===== config.mk =====
export PLATFORM = sky130hd
export DESIGN_NAME = cpu_stage_ctrl
export DESIGN_NICKNAME = d
export VERILOG_FILES = /design/src/rtl/cpu_stage_ctrl.sv
export SDC_FILE = /design/constraint.sdc
export NUM_CORES = 1
export LEC_CHECK = 0
export ABC_AREA = 1
export ABC_CLOCK_PERIOD_IN_PS = 2950
export CAP_MARGIN = 0
export CORE_MARGIN = 5
export CORE_UTILIZATION = 40
export DETAILED_ROUTE_END_ITERATION = 12
export GPL_TIMING_DRIVEN = 0
export PLACE_DENSITY = 0.64
export SLEW_MARGIN = 15
export SYNTH_ARGS = -nofsm -noshare
export SYNTH_HDL_FRONTEND = slang
export SYNTH_SLANG_ARGS = --single-unit

===== constraint.sdc =====
create_clock -name clk -period 2.95 [get_ports clk]
set_input_delay 0.4425 -clock clk [delete_from_list [all_inputs] [get_ports clk]]
set_output_delay 0.4425 -clock clk [all_outputs]
set_load 0.005 [all_outputs]

===== src/rtl/cpu_stage_ctrl.sv =====
// Multi-cycle IF/ID/EX/MEM/WB sequencer with a memory-wait watchdog and a retired-instruction counter.
// Strobes are decoded from the current state and latched opcode, plus the memory ready inputs.
module cpu_stage_ctrl #(
   parameter int MEM_TIMEOUT = 16,
   parameter int CNT_W       = 32
) (
   input  logic             clk,
   input  logic             rst,
   input  logic [6:0]       opcode,
   input  logic             imem_ready,
   input  logic             dmem_ready,
   output logic             imem_req,
   output logic             ir_we,
   output logic             pc_we,
   output logic             dmem_re,
   output logic             dmem_we,
   output logic             rf_we,
   output logic             wb_sel,
   output logic             illegal_op,
   output logic             mem_err,
   output logic [CNT_W-1:0] retired
);

   localparam logic [6:0] OPC_LOAD   = 7'b0000011;
   localparam logic [6:0] OPC_STORE  = 7'b0100011;
   localparam logic [6:0] OPC_LUI    = 7'b0110111;
   localparam logic [6:0] OPC_AUIPC  = 7'b0010111;
   localparam logic [6:0] OPC_JAL    = 7'b1101111;
   localparam logic [6:0] OPC_JALR   = 7'b1100111;
   localparam logic [6:0] OPC_OPIMM  = 7'b0010011;
   localparam logic [6:0] OPC_OP     = 7'b0110011;
   localparam logic [6:0] OPC_BRANCH = 7'b1100011;

   localparam int WC_W = $clog2(MEM_TIMEOUT) + 1;

   typedef enum logic [2:0] {
      S_IF   = 3'd0,
      S_ID   = 3'd1,
      S_EX   = 3'd2,
      S_MEM  = 3'd3,
      S_WB   = 3'd4,
      S_HALT = 3'd5
   } state_t;

   state_t            state_q, state_d;
   logic [6:0]        op_q;
   logic [WC_W-1:0]   wait_cnt_q, wait_cnt_d;
   logic              mem_err_q;
   logic [CNT_W-1:0]  retired_q;
   logic              set_err;
   logic              at_limit;
   logic              is_load, is_store, is_wb_op;
   logic              imem_req_c, ir_we_c, pc_we_c, dmem_re_c, dmem_we_c;
   logic              rf_we_c, wb_sel_c, illegal_c;

   function automatic logic writes_back(input logic [6:0] op);
      return (op == OPC_LUI) || (op == OPC_AUIPC) || (op == OPC_JAL) ||
             (op == OPC_JALR) || (op == OPC_OPIMM) || (op == OPC_OP);
   endfunction

   assign is_load  = (op_q == OPC_LOAD);
   assign is_store = (op_q == OPC_STORE);
   assign is_wb_op = writes_back(op_q);
   assign at_limit = (wait_cnt_q == WC_W'(MEM_TIMEOUT - 1));

   // wait_cnt_d defaults to zero, so it is cleared on entry to every waiting state
   always_comb begin
      state_d    = state_q;
      wait_cnt_d = '0;
      set_err    = 1'b0;
      imem_req_c = 1'b0;
      ir_we_c    = 1'b0;
      pc_we_c    = 1'b0;
      dmem_re_c  = 1'b0;
      dmem_we_c  = 1'b0;
      rf_we_c    = 1'b0;
      wb_sel_c   = 1'b0;
      illegal_c  = 1'b0;
      case (state_q)
         S_IF: begin
            if (imem_ready) begin
               imem_req_c = 1'b1;
               ir_we_c    = 1'b1;
               state_d    = S_ID;
            end else if (at_limit) begin
               state_d = S_HALT;
               set_err = 1'b1;
            end else begin
               imem_req_c = 1'b1;
               wait_cnt_d = wait_cnt_q + 1'b1;
            end
         end
         S_ID: state_d = S_EX;
         S_EX: begin
            if (is_load || is_store) begin
               state_d = S_MEM;
            end else if (is_wb_op) begin
               state_d = S_WB;
            end else begin
               pc_we_c   = 1'b1;
               illegal_c = (op_q != OPC_BRANCH);
               state_d   = S_IF;
            end
         end
         S_MEM: begin
            if (dmem_ready) begin
               dmem_re_c = is_load;
               dmem_we_c = is_store;
               if (is_load) begin
                  state_d = S_WB;
               end else begin
                  pc_we_c = 1'b1;
                  state_d = S_IF;
               end
            end else if (at_limit) begin
               state_d = S_HALT;
               set_err = 1'b1;
            end else begin
               dmem_re_c  = is_load;
               dmem_we_c  = is_store;
               wait_cnt_d = wait_cnt_q + 1'b1;
            end
         end
         S_WB: begin
            rf_we_c  = 1'b1;
            pc_we_c  = 1'b1;
            wb_sel_c = is_load;
            state_d  = S_IF;
         end
         S_HALT: state_d = S_HALT;
         default: state_d = S_IF;
      endcase
   end

   always_ff @(posedge clk) begin
      if (rst) begin
         state_q    <= S_IF;
         op_q       <= '0;
         wait_cnt_q <= '0;
         mem_err_q  <= 1'b0;
         retired_q  <= '0;
      end else begin
         state_q    <= state_d;
         wait_cnt_q <= wait_cnt_d;
         if (state_q == S_ID) op_q <= opcode;
         if (set_err) mem_err_q <= 1'b1;
         if (pc_we_c) retired_q <= retired_q + 1'b1;
      end
   end

   // Reset forces every output low in the same cycle, independent of the registered state
   assign imem_req   = imem_req_c & ~rst;
   assign ir_we      = ir_we_c    & ~rst;
   assign pc_we      = pc_we_c    & ~rst;
   assign dmem_re    = dmem_re_c  & ~rst;
   assign dmem_we    = dmem_we_c  & ~rst;
   assign rf_we      = rf_we_c    & ~rst;
   assign wb_sel     = wb_sel_c   & ~rst;
   assign illegal_op = illegal_c  & ~rst;
   assign mem_err    = mem_err_q  & ~rst;
   assign retired    = rst ? '0 : retired_q;

endmodule

==> flow_summary.toml <==
[logic_synthesis]
post-synth-top-area-fraction_pct = 30.1
synth_edf_count = 0
syn_nets = 547
syn_inst = 534
syn_area_mm2 = 0.00319
synthArstFlopShare_pct = 0
synth.distinct_cells = 30
ys_ff_latch = 48
yosys-top-cells-area = "dfxtp_1 30%, nand2_1 18%, nor2_1 12%"
syn_area_per_cell_um2 = 5.98
ys.warnings.count = 0
synth_top_cell_by_area = "dfxtp_1"
seq_area_frac_synth_pct = 30.1
synthFlopType = "dfxtp_1"

[placed_design]
dp_cells = 686
pre_cts_ws_ps = 515
hpwl_mm = 7.05
io_buffers = 50
routabilityCongestion = 0.877
place_area_mm2 = 0.00382

[sta]
max_slew_margin_pct = 67.3
finalCritPeriodShare_pct = 90.5
rsz0062_at_grt = "false"
fmax_mhz = 375
fin_skew_ps = 9.41
holdWs_ps = 450
min_period_ps = 2670
hold_viol = 0
setup_tns_ps = 0
fin_ws_ps = 280
slew_violations = 0
worstMarginPinSlew_ps = 491
setup_viol = 0

[final_layout]
antenna_cells = 0
final_cells = 694
stdcell_area_mm2 = 0.00391
multiInputGateArea_mm2 = 0.00187
seqCellArea_um2 = 961
drive_gt1_share_pct = 7.94
syn2layout_area_growth_pct = 22.5
fillers = 829
finalNetCount = 604

[clock_network]
cts_resized = 0
clock-sinks = 48
post_cts_buffers = 0
clock_latency_ps = 320
cts_hold_buf = 0
clock_path_buffers = 2
cts_tree = "built"
clock-root-buffer = "clkbuf_8"
clk_pin_slew_ps = 100
cts_buffers = 5
cts.htree.levels = 2

[floorplanning]
io_pins = 52
dieArea_mm2 = 0.00987
dieHeight_um = 99.3
die_x_um = 99.3
core_area_mm2 = 0.00777
start_util_pct = 41.1
num_rows = 32

[worst_setup_path]
worstSetupStartpointType = "register"
critPathKind = "register to output pin"
arrival_ps = 2230
cp.required_ps = 2510
cp-end-kind = "output pin"
worstPathMaxFanout = 6

[global_route]
grtUsageTotal_pct = 17.8
grt_pass1_wl_mm = 14.4
grt_max_degree = 17
grt_pass1_vias = 2994
overflow = 0
antenna_found_initial = 0

[routing]
vias = 3424
viasPerCell = 4.93
remaining_drc_errors = 0
drt_iter0_drc = 194
postRouteAntennaNets = 0
wire_per_inst_um = 12.9
firstDrtPassIters = 5
drt_wl_total_mm = 8.97

[pwr]
seq_power_share_pct = 53.2
combPwrFrac_pct = 14.2
switching_share_pct = 29.7
switchingPower_w = 0.000383
ir_worst_vdd_mv = 0.224
pwr-share-clk_pct = 32.6
p_per_area_mw_per_mm2 = 329
internal_power_w = 0.000905
p_leak_nw = 1.40

[status]
status = "complete, no violations"

[min_path]
min_path_type = "register to register"

[run]
drv_cap = 0
## cells in the mapped netlist, types with 6 or more instances
master,number
dfxtp_1,48
xor2_1,16
inv_1,54
nand3_1,56
a21oi_1,39
nor2_1,99
inv_2,8
clkbuf_1,9
nand2_1,152
nand2_2,6
o21ai_0,10
## registers in the layout, indices dropped and copies added (netlist names)
signal	count
retired_q	32
op_q	7
wait_cnt_q	5
state_q	3
mem_err_q	1
## placed cells by master (no fill, tap or decap), drive strengths merged
cell	netlist	layout
a211oi	1	1
a21oi	40	40
buf	9	9
clkbuf	10	15
clkdlybuf4s50	0	50
clkinv	0	1
clkinvlp	0	1
dfxtp	48	48
ha	2	2
inv	63	64
nand2	160	160
nand3	58	58
nand4	1	1
nor2	107	107
nor3	4	4
nor4	2	2
o21ai	10	10
o22ai	2	2
xnor2	1	1
xor2	16	16
## layer usage
layer	up-vias	GRT usage [%]	wire length, um
li1	1778	-	-
met1	1547	24.5	4400
met2	90	29.2	4040
met3	9	2.59	431
met4	0	4.62	99
met5	-	0	0
## power groups by stage
stage          combinational [W]  sequential [W]  clock, W
3_3_place_gp            0.000182        0.000700         0
2_1_floorplan           0.000125        0.000696         0
5_1_grt                 0.000204        0.000688  0.000447
3_5_place_dp            0.000184        0.000700         0
4_1_cts                 0.000184        0.000685  0.000427
6_report                0.000183        0.000685  0.000420
## through the flow
step	util, %	power [W]
final	50.3	0.00129
after global routing	50.3	0.00134
after CTS	50.3	0.00130
after detailed placement	49.2	0.000884
after global placement	49.2	0.000882
after floorplan	-	0.000821
## worst max-delay path, stage by stage (launching register included)
cell	delay, ps
dfxtp_1	370
ha_1	200
nand3_1	110
nor2_1	360
inv_1	170
nor2_1	150
nor4_1	70
clkdlybuf4s50_1	470
## worst paths after layout
check / slack, ps / cells after the start / end / from
setup / recovery: 280 / 7 / dmem_we / wait_cnt_q[0]$_SDFF_PP0_
hold / removal: 450 / 2 / op_q[0]$_SDFFE_PP0P_ / op_q[0]$_SDFFE_PP0P_
setup reg to reg: 1050 / 10 / retired_q[28]$_SDFFE_PP0P_ / retired_q[0]$_SDFFE_PP0P_
hold reg to reg: 450 / 2 / op_q[0]$_SDFFE_PP0P_ / op_q[0]$_SDFFE_PP0P_
## kinds of logic after synthesis
kind of cell | after synthesis | share of synthesized area (%)
AO/OA/AOI/OAI | 53 | 8.59
flip-flops | 48 | 30.1
adder cells (fa/ha/maj) | 2 | 0.784
buffers and inverters | 82 | 11.2
XOR/XNOR | 17 | 4.66
AND/OR/NAND/NOR | 332 | 44.7
## final cells by class
type	count	area share [%]
multi-input combinational	404	47.9
sequential	48	24.6
timing repair buffer	50	12.8
inverter	63	6.11
tap	102	3.26
buffer	19	3.01
clock buffer	5	1.76
clock inverter	3	0.544
No activity file was read; power rests on OpenSTA's default activity.
